$ cat src/rtl/reg_stack_seq.sv
`default_nettype none
// ============================================================================
// Module  : reg_stack_seq
// Brief   : Read -> execute -> write sequencer that drives reg_stack from
//           16-bit register-to-register instructions through a 16-bit ALU.
// Rev     : 1.0
// ============================================================================
module reg_stack_seq #(
  parameter int WORD_SIZE = 16,
  parameter int NIB_SIZE  = 4,
  parameter int OP_SIZE   = 4
) (
  input  logic                            clk,
  input  logic                            rst_n,
  input  logic                            instr_valid,
  input  logic [OP_SIZE+3*NIB_SIZE-1:0]   instr,
  output logic                            instr_ready,
  output logic [NIB_SIZE-1:0]             num1,
  output logic [NIB_SIZE-1:0]             num2,
  output logic [NIB_SIZE-1:0]             setnum,
  output logic [WORD_SIZE-1:0]            setval,
  output logic                            get_enable,
  output logic                            set_enable,
  output logic                            reset_enable,
  input  logic [WORD_SIZE-1:0]            rd1,
  input  logic [WORD_SIZE-1:0]            rd2,
  output logic                            done,
  output logic                            illegal,
  output logic                            flag_z,
  output logic                            flag_c
);

  localparam int INSTR_W = OP_SIZE + 3*NIB_SIZE;
  localparam int IMM_W   = 8;

  localparam logic [OP_SIZE-1:0] c_op_nop = OP_SIZE'(0);
  localparam logic [OP_SIZE-1:0] c_op_add = OP_SIZE'(1);
  localparam logic [OP_SIZE-1:0] c_op_sub = OP_SIZE'(2);
  localparam logic [OP_SIZE-1:0] c_op_and = OP_SIZE'(3);
  localparam logic [OP_SIZE-1:0] c_op_or  = OP_SIZE'(4);
  localparam logic [OP_SIZE-1:0] c_op_xor = OP_SIZE'(5);
  localparam logic [OP_SIZE-1:0] c_op_mov = OP_SIZE'(6);
  localparam logic [OP_SIZE-1:0] c_op_ldi = OP_SIZE'(7);
  localparam logic [OP_SIZE-1:0] c_op_clr = OP_SIZE'(15);

  typedef enum logic [1:0] {
    S_IDLE  = 2'd0,
    S_READ  = 2'd1,
    S_EXEC  = 2'd2,
    S_WRITE = 2'd3
  } state_t;

  state_t               r_state;
  logic [INSTR_W-1:0]   r_instr;
  logic [WORD_SIZE-1:0] r_result;
  logic                 r_flag_z;
  logic                 r_flag_c;

  logic [OP_SIZE-1:0]   w_op;
  logic [NIB_SIZE-1:0]  w_rd;
  logic [NIB_SIZE-1:0]  w_rs1;
  logic [NIB_SIZE-1:0]  w_rs2;
  logic [IMM_W-1:0]     w_imm;
  logic [WORD_SIZE:0]   w_sum;
  logic [WORD_SIZE:0]   w_diff;
  logic [WORD_SIZE-1:0] w_alu;
  logic                 w_carry;

  function automatic logic is_alu_op(input logic [OP_SIZE-1:0] op);
    return (op >= c_op_add) && (op <= c_op_mov);
  endfunction

  assign w_op  = r_instr[INSTR_W-1 -: OP_SIZE];
  assign w_rd  = r_instr[3*NIB_SIZE-1 -: NIB_SIZE];
  assign w_rs1 = r_instr[2*NIB_SIZE-1 -: NIB_SIZE];
  assign w_rs2 = r_instr[NIB_SIZE-1:0];
  assign w_imm = r_instr[IMM_W-1:0];

  // Extra top bit of the difference is the unsigned borrow.
  always_comb begin
    w_sum   = {1'b0, rd1} + {1'b0, rd2};
    w_diff  = {1'b0, rd1} - {1'b0, rd2};
    w_alu   = '0;
    w_carry = r_flag_c;
    case (w_op)
      c_op_add: begin w_alu = w_sum[WORD_SIZE-1:0];  w_carry = w_sum[WORD_SIZE];  end
      c_op_sub: begin w_alu = w_diff[WORD_SIZE-1:0]; w_carry = w_diff[WORD_SIZE]; end
      c_op_and: w_alu = rd1 & rd2;
      c_op_or:  w_alu = rd1 | rd2;
      c_op_xor: w_alu = rd1 ^ rd2;
      c_op_mov: w_alu = rd1;
      default:  w_alu = '0;
    endcase
  end

  always_ff @(posedge clk or negedge rst_n) begin
    if (!rst_n) begin
      r_state  <= S_IDLE;
      r_instr  <= '0;
      r_result <= '0;
      r_flag_z <= 1'b0;
      r_flag_c <= 1'b0;
    end else begin
      case (r_state)
        S_IDLE: begin
          if (instr_valid) begin
            r_instr <= instr;
            r_state <= is_alu_op(instr[INSTR_W-1 -: OP_SIZE]) ? S_READ : S_WRITE;
          end
        end
        S_READ: r_state <= S_EXEC;
        S_EXEC: begin
          r_result <= w_alu;
          r_flag_z <= (w_alu == '0);
          r_flag_c <= w_carry;
          r_state  <= S_WRITE;
        end
        S_WRITE: r_state <= S_IDLE;
        default: r_state <= S_IDLE;
      endcase
    end
  end

  assign instr_ready = rst_n && (r_state == S_IDLE);
  assign flag_z      = r_flag_z;
  assign flag_c      = r_flag_c;

  // Strobes and their index/data buses decode only from registered state.
  always_comb begin
    num1         = '0;
    num2         = '0;
    setnum       = '0;
    setval       = '0;
    get_enable   = 1'b0;
    set_enable   = 1'b0;
    reset_enable = 1'b0;
    done         = 1'b0;
    illegal      = 1'b0;
    case (r_state)
      S_READ: begin
        num1       = w_rs1;
        num2       = w_rs2;
        get_enable = 1'b1;
      end
      S_WRITE: begin
        done = 1'b1;
        if (is_alu_op(w_op)) begin
          set_enable = 1'b1;
          setnum     = w_rd;
          setval     = r_result;
        end else if (w_op == c_op_ldi) begin
          set_enable = 1'b1;
          setnum     = w_rd;
          setval     = {{(WORD_SIZE-IMM_W){1'b0}}, w_imm};
        end else if (w_op == c_op_clr) begin
          reset_enable = 1'b1;
        end else if (w_op != c_op_nop) begin
          illegal = 1'b1;
        end
      end
      default: ;
    endcase
  end

endmodule
`default_nettype wire

$ cat config.mk
export PLATFORM = sky130hd
export DESIGN_NAME = reg_stack_seq
export DESIGN_NICKNAME = d
export VERILOG_FILES = /design/src/rtl/reg_stack_seq.sv
export SDC_FILE = /design/constraint.sdc
export NUM_CORES = 1
export LEC_CHECK = 0
export ABC_AREA = 1
export CAP_MARGIN = 20
export CORE_ASPECT_RATIO = 1.75
export CORE_MARGIN = 2
export CORE_UTILIZATION = 39
export CTS_BUF_LIST = sky130_fd_sc_hd__clkbuf_4
export CTS_CLUSTER_SIZE = 25
export DETAILED_ROUTE_END_ITERATION = 12
export PLACE_DENSITY_LB_ADDON = 0.25
export SYNTH_ARGS = -nofsm -noshare
export SYNTH_HDL_FRONTEND = slang
export SYNTH_SLANG_ARGS = --single-unit
$ cat constraint.sdc
create_clock -name clk -period 3.7 [get_ports clk]
set_clock_uncertainty 0.1 [all_clocks]
set_input_delay 1.11 -clock clk [delete_from_list [all_inputs] [get_ports clk]]
set_output_delay 1.11 -clock clk [all_outputs]
set_load 0.05 [all_outputs]
* Word level (Yosys, flattened, before mapping)
Index checks and enable logic that the tools add are counted.
** Word-level totals
- Flip-flop bits (word level) :: 36
- Input bits :: 51
** Operators by class
- Add/sub/neg operators :: 2
- Magnitude comparators :: 4
- Mux-type cells :: 27
- Bitwise operators :: 3
- Reductions and logical operators :: 9
- Equality and inequality tests :: 12
** Operators by type and width (count)
- 16-bit one-hot mux with 6 select lines :: 1
- 16-bit two-way mux :: 2
- 4-bit two-way mux :: 5
- 16-bit by 16-bit adder with 17-bit output :: 1
- 16-bit by 16-bit subtractor with 17-bit output :: 1
- 16-bit bitwise AND :: 1
- 4-bit by 3-bit equality test with 1-bit output, second input constant :: 4
- 16-bit zero test :: 1
- 16-bit OR :: 1
- 16-bit XOR :: 1
- 1-bit two-way mux :: 14
- 4-bit by 2-bit equality test with 1-bit output, second input constant :: 2
- 4-bit by 1-bit greater-or-equal comparator with 1-bit output, second input constant :: 2
- 4-bit by 3-bit <= comparator with 1-bit output, second input constant :: 2
- 8-bit two-way mux :: 1
- 2-bit one-hot mux with 4 select lines :: 1
- 2-bit equality test, second input constant :: 2
- 4-bit by 1-bit equality test with 1-bit output, second input constant :: 1
- 4-bit equality test, second input constant :: 1
- 2-bit two-way mux :: 2
- 2-bit AND reduction :: 2
- 4-bit nonzero test :: 1
- 1-bit logical AND :: 3
- 2-bit by 1-bit equality test with 1-bit output, second input constant :: 1
- other kinds (4) :: 4

* Longest topological paths before layout
Gate-level depths: netlist of the first run.
- Depth in word-level cells :: 6
- Mapped depth :: 20
- Mapped depth without buffers :: 19

* Least setup slack after synthesis of the first run
No wires, ideal clock.
- Path type :: register -> output
- Start point :: reg r_state[0]
- End point :: out setval[0]
- Slack :: -1.071 ns
- Data arrival time :: 3.561 ns
- Stages on the path, launching flop included :: 7
- Path buffers :: 1
- Path through :: dfrtp_1 ha_1 buf_1 inv_1 a21oi_1 o21ai_1 o21ai_0
** On the way
- Longest elaborated chain between the ends :: 2
** RTL lines
- start, declared :: RTL line 53 : state_t r_state;
- start signal, assigned :: RTL line 108 : r_state <= is_alu_op(instr[INSTR_W-1 -: OP_SIZE]) ? S_READ : S_WRITE;
- 2-bit equality test :: RTL line 139 : case (r_state)
- 16-bit two-way mux :: RTL line 139
- end, declared :: RTL line 21 : output logic [WORD_SIZE-1:0] setval,
No other way between the ends.

* Worst setup path in the final report of the first run
- Start point :: reg r_instr[15]
- End point :: out set_enable
** On the way
- Longest elaborated chain between the ends :: 4
** RTL lines
- start, declared :: RTL line 54 : logic [INSTR_W-1:0] r_instr;
- start signal, assigned :: RTL line 107 : r_instr <= instr;
- 4-bit by 1-bit greater-or-equal comparator with 1-bit output, or another cell as far along :: RTL line 70 : return (op >= c_op_add) && (op <= c_op_mov);
- 1-bit logical AND / 1-bit two-way mux (equally long branches) :: RTL line 70, 151
- 1-bit two-way mux (*) :: RTL line 147 : if (is_alu_op(w_op)) begin
- 1-bit two-way mux (*) :: RTL line 139
- end, declared :: RTL line 23 : output logic set_enable,
Mark *: on every way between the ends. The rest lies on a longest branch, timed or not.

==> impl_results.md, run 1 <==
* Post-synth cell types at 37
* Root Buffer: clkbuf_4
* Largest net degree at the start of global routing at 37
* GRT overflow at 0
* Initial Utilization at 39.6%
* #FFs+latches synth at 36
* Share of layout cells above drive strength 1 at 13.5%
* Period minus WS final at 3.53 ns
* Routability cong. at 0.957
* DRC at 0
* Asr flop ratio synth at 100%
* Worst min-delay path class: flip-flop to flip-flop
* Max Slew Vio Count at 0
* Initial antenna violation count at 1
* Die area at 13000 sq um
* Clk Latency, worst-skew pair at 0.37 ns
* Crit path largest cell delay at 0.82 ns
* Final setup viols at 0
* Yosys warning total at 0
* Worst setup path class: flip-flop to output port
* Number of synthesized flops with an enable pin at 0
* Fmax at 283 MHz
* Final core occ at 51.6%
* Least-Margin Pin Slew at 0.789 ns
* First-pass GRT wire length at 23100 microns
* Final hold viol count at 0
* Die H at 149 microns
* Total Power at 0.00329 W
* Antenna-violating nets left at 0
* Syn Nets at 889
* Crit-path max FO at 7
* Synth Flop Type: dfrtp_1
* Area of the core at 11900 sq um
* Unrepaired setup endpoints after global routing: no
* Worst path arrival time at 2.32 ns
* I/O pins at 87
* Status: finished, final reports clean
* Slew HR at 47.3%
* Area leader, netlist: dfrtp_1
* Post-synthesis sequential area ratio at 19.1%
* Startpoint of the most critical hold path: r_result[9]
* Crit share post-route at 95.5%
* CTS clock-pin slew for the worst setup and hold paths at 0.14 ns
* Most common cell in the netlist: nand2_1
* Flop-to-flop setup slack at 1.38 ns
* Hold buffer count at CTS at 0
* Longest Clk Path Bufs at 2
* RR Endpoint: flag_z
* Synth top area share at 19.1%
* Total CTS buffers at 5
* Vias in the first global route at 4951
* Max VDD drop at 0.245 mV
* DRT Pass-1 Iters at 5
* Crit path cell chain: nor2_4, nand2_1, a21oi_4, clkdlybuf4s50_1
* Startpoint types: flip-flop
* Worst hold path depth at 2
* Nets at 1006
* Post-DP HPWL at 12600 microns
* Data required, critical path at 2.49 ns
* Pwr dens at 538 nW/um^2
* Routed vias at 5209
* GRT Resource Usage Total at 22.9%
* Die X at 87.0 microns
* Synthesized instance count at 783
* Synthesized area per cell at 6.01 sq um
* Clock sinks at 36
* Synthesis-to-layout area growth at 30.0%
* Iter 0 DRT Violations at 241
* Max cap viols at 0
* Site Rows at 53
* # fillers at 1212
* Total wire length at 14800 microns
* Leak Pwr at 3.38 nW
* DR WL/cell at 14.2 microns
* Hold endpoint: r_result[9]
* Port bufs at 86
* Post CTS Setup Buffer Count at 0
* Vias per cell at 5.01
* CTS tree: done
* Crit-path slowest cell: clkdlybuf4s50_1
* Synth area leaders: dfrtp_1 (19%), nand2_1 (17%), ha_1 (14%)
* Critical R2R Launch: r_instr[14]
* R2R depth at 13
* Top cells by count, synth: nand2_1 (207), inv_1 (150), nor2_1 (82)
* CTS H-Tree Depth at 2
* Element type at the critical path end: output port
* Post-synth design cell area at 4710 sq um
==> cell type report <==
| cell class | instances | area [sq um] | share of cell area, % |
|---|---|---|---|
| antenna | 1 | 2.50 | 0.0409 |
| clock buffer | 5 | 37.5 | 0.613 |
| clock inverter | 3 | 46.3 | 0.756 |
| inverter | 158 | 593 | 9.69 |
| multi-input combinational | 565 | 3170 | 51.9 |
| sequential | 36 | 901 | 14.7 |
| tap | 137 | 171 | 2.80 |
| timing repair buffer | 134 | 1190 | 19.5 |
==> critical path: cells and delay by family, from the launching register on <==
kind                   cells  cell delay [ns]
flip-flops                 1             0.50
AO/OA/AOI/OAI              1             0.19
AND/OR/NAND/NOR            2             0.44
buffers and inverters      1             0.82
==> worst max path at each step <==
stage | from | slack, ns | endpoint
floorplan | r_state[0] | -0.01 | setval[0]
global placement | rd1[7] | 0.07 | flag_z
detailed placement | rd1[0] | 0.04 | flag_z
CTS | r_instr[13] | 0.07 | reset_enable
global route | r_instr[15] | 0.07 | set_enable
finish | r_instr[15] | 0.17 | set_enable
==> where the power goes <==
part           total (W)  switching (W)  leakage (nW)  internal, W
combinational    0.00231        0.00154          2.89     0.000778
sequential      0.000672       0.000112         0.440     0.000559
clock           0.000305       0.000161        0.0418     0.000144
total            0.00329        0.00181          3.38      0.00148
==> metal layers <==
metal  part of all wire [%]  global-route usage, %
met1                     35                   21.2
met2                     56                   45.6
met3                    3.2                   1.88
met4                    6.2                   14.1
met5                      0                      0
==> kinds of logic (layout without fill, tap and decap cells) <==
logic type | count (synthesis) | count (layout) | synth area share, %
XOR/XNOR | 2 | 2 | 0.372
AND/OR/NAND/NOR | 407 | 407 | 37.2
adder cells (fa/ha/maj) | 55 | 55 | 14.9
multiplexers | 8 | 8 | 1.91
other | 0 | 1 | 0
buffers and inverters | 182 | 300 | 15.6
AO/OA/AOI/OAI | 93 | 93 | 10.9
flip-flops | 36 | 36 | 19.1
==> sequential cells by signal (all words and copies together) (netlist names) <==
signal,cells
r_instr,16
r_state,2
flag_c,1
r_result,16
flag_z,1
==> per-stage QoR <==
stage | cells | area, sq um | TNS [ns] | hold slack [ns] | worst slack, ns
finish | 1039 | 6120 | 0 | 0.397 | 0.165
CTS | 1038 | 6110 | 0 | 0.405 | 0.0736
global route | 1039 | 6120 | 0 | 0.430 | 0.0704
floorplan | 783 | 4810 | -0.0583 | 0.353 | -0.00971
detailed placement | 1030 | 6030 | 0 | 0.373 | 0.0418
global placement | 1030 | 6030 | 0 | 0.366 | 0.0730
==> cell usage in the layout, fill, tap and decap left out, types with 3 or more instances in the layout <==
cell type        instances
a21oi_1                 32
buf_4                   64
clkbuf_4                 5
clkdlybuf4s50_1         63
dfrtp_1                 36
dlygate4sd2_1            3
ha_1                    52
inv_1                  150
inv_2                    8
mux2_2                   8
nand2_1                207
nand2_2                  7
nand3_1                 78
nand3b_1                 4
nand4_1                  8
nor2_1                  74
nor2_2                   4
nor2_4                  11
nor3_1                   7
o21ai_0                 27
o21ai_1                  6
o22ai_1                 17
==> what timing repair did <==
action | CTS | global route
resized for setup | 3 | 1
cloned | 0 | 0
endpoints found under the setup margin | 3 | 1
(Power assumes the default switching activity.)
==> run 2, diff against run 1 <==
--- a/config.mk
+++ b/config.mk
@@ -14,6 +14,7 @@
 export CTS_CLUSTER_SIZE = 25
 export DETAILED_ROUTE_END_ITERATION = 12
 export PLACE_DENSITY_LB_ADDON = 0.25
+export SKIP_LAST_GASP = 1
 export SYNTH_ARGS = -nofsm -noshare
 export SYNTH_HDL_FRONTEND = slang
 export SYNTH_SLANG_ARGS = --single-unit
==> results of run 2 <==
The final DEF is identical to that of run 1; final timing and power are the same.
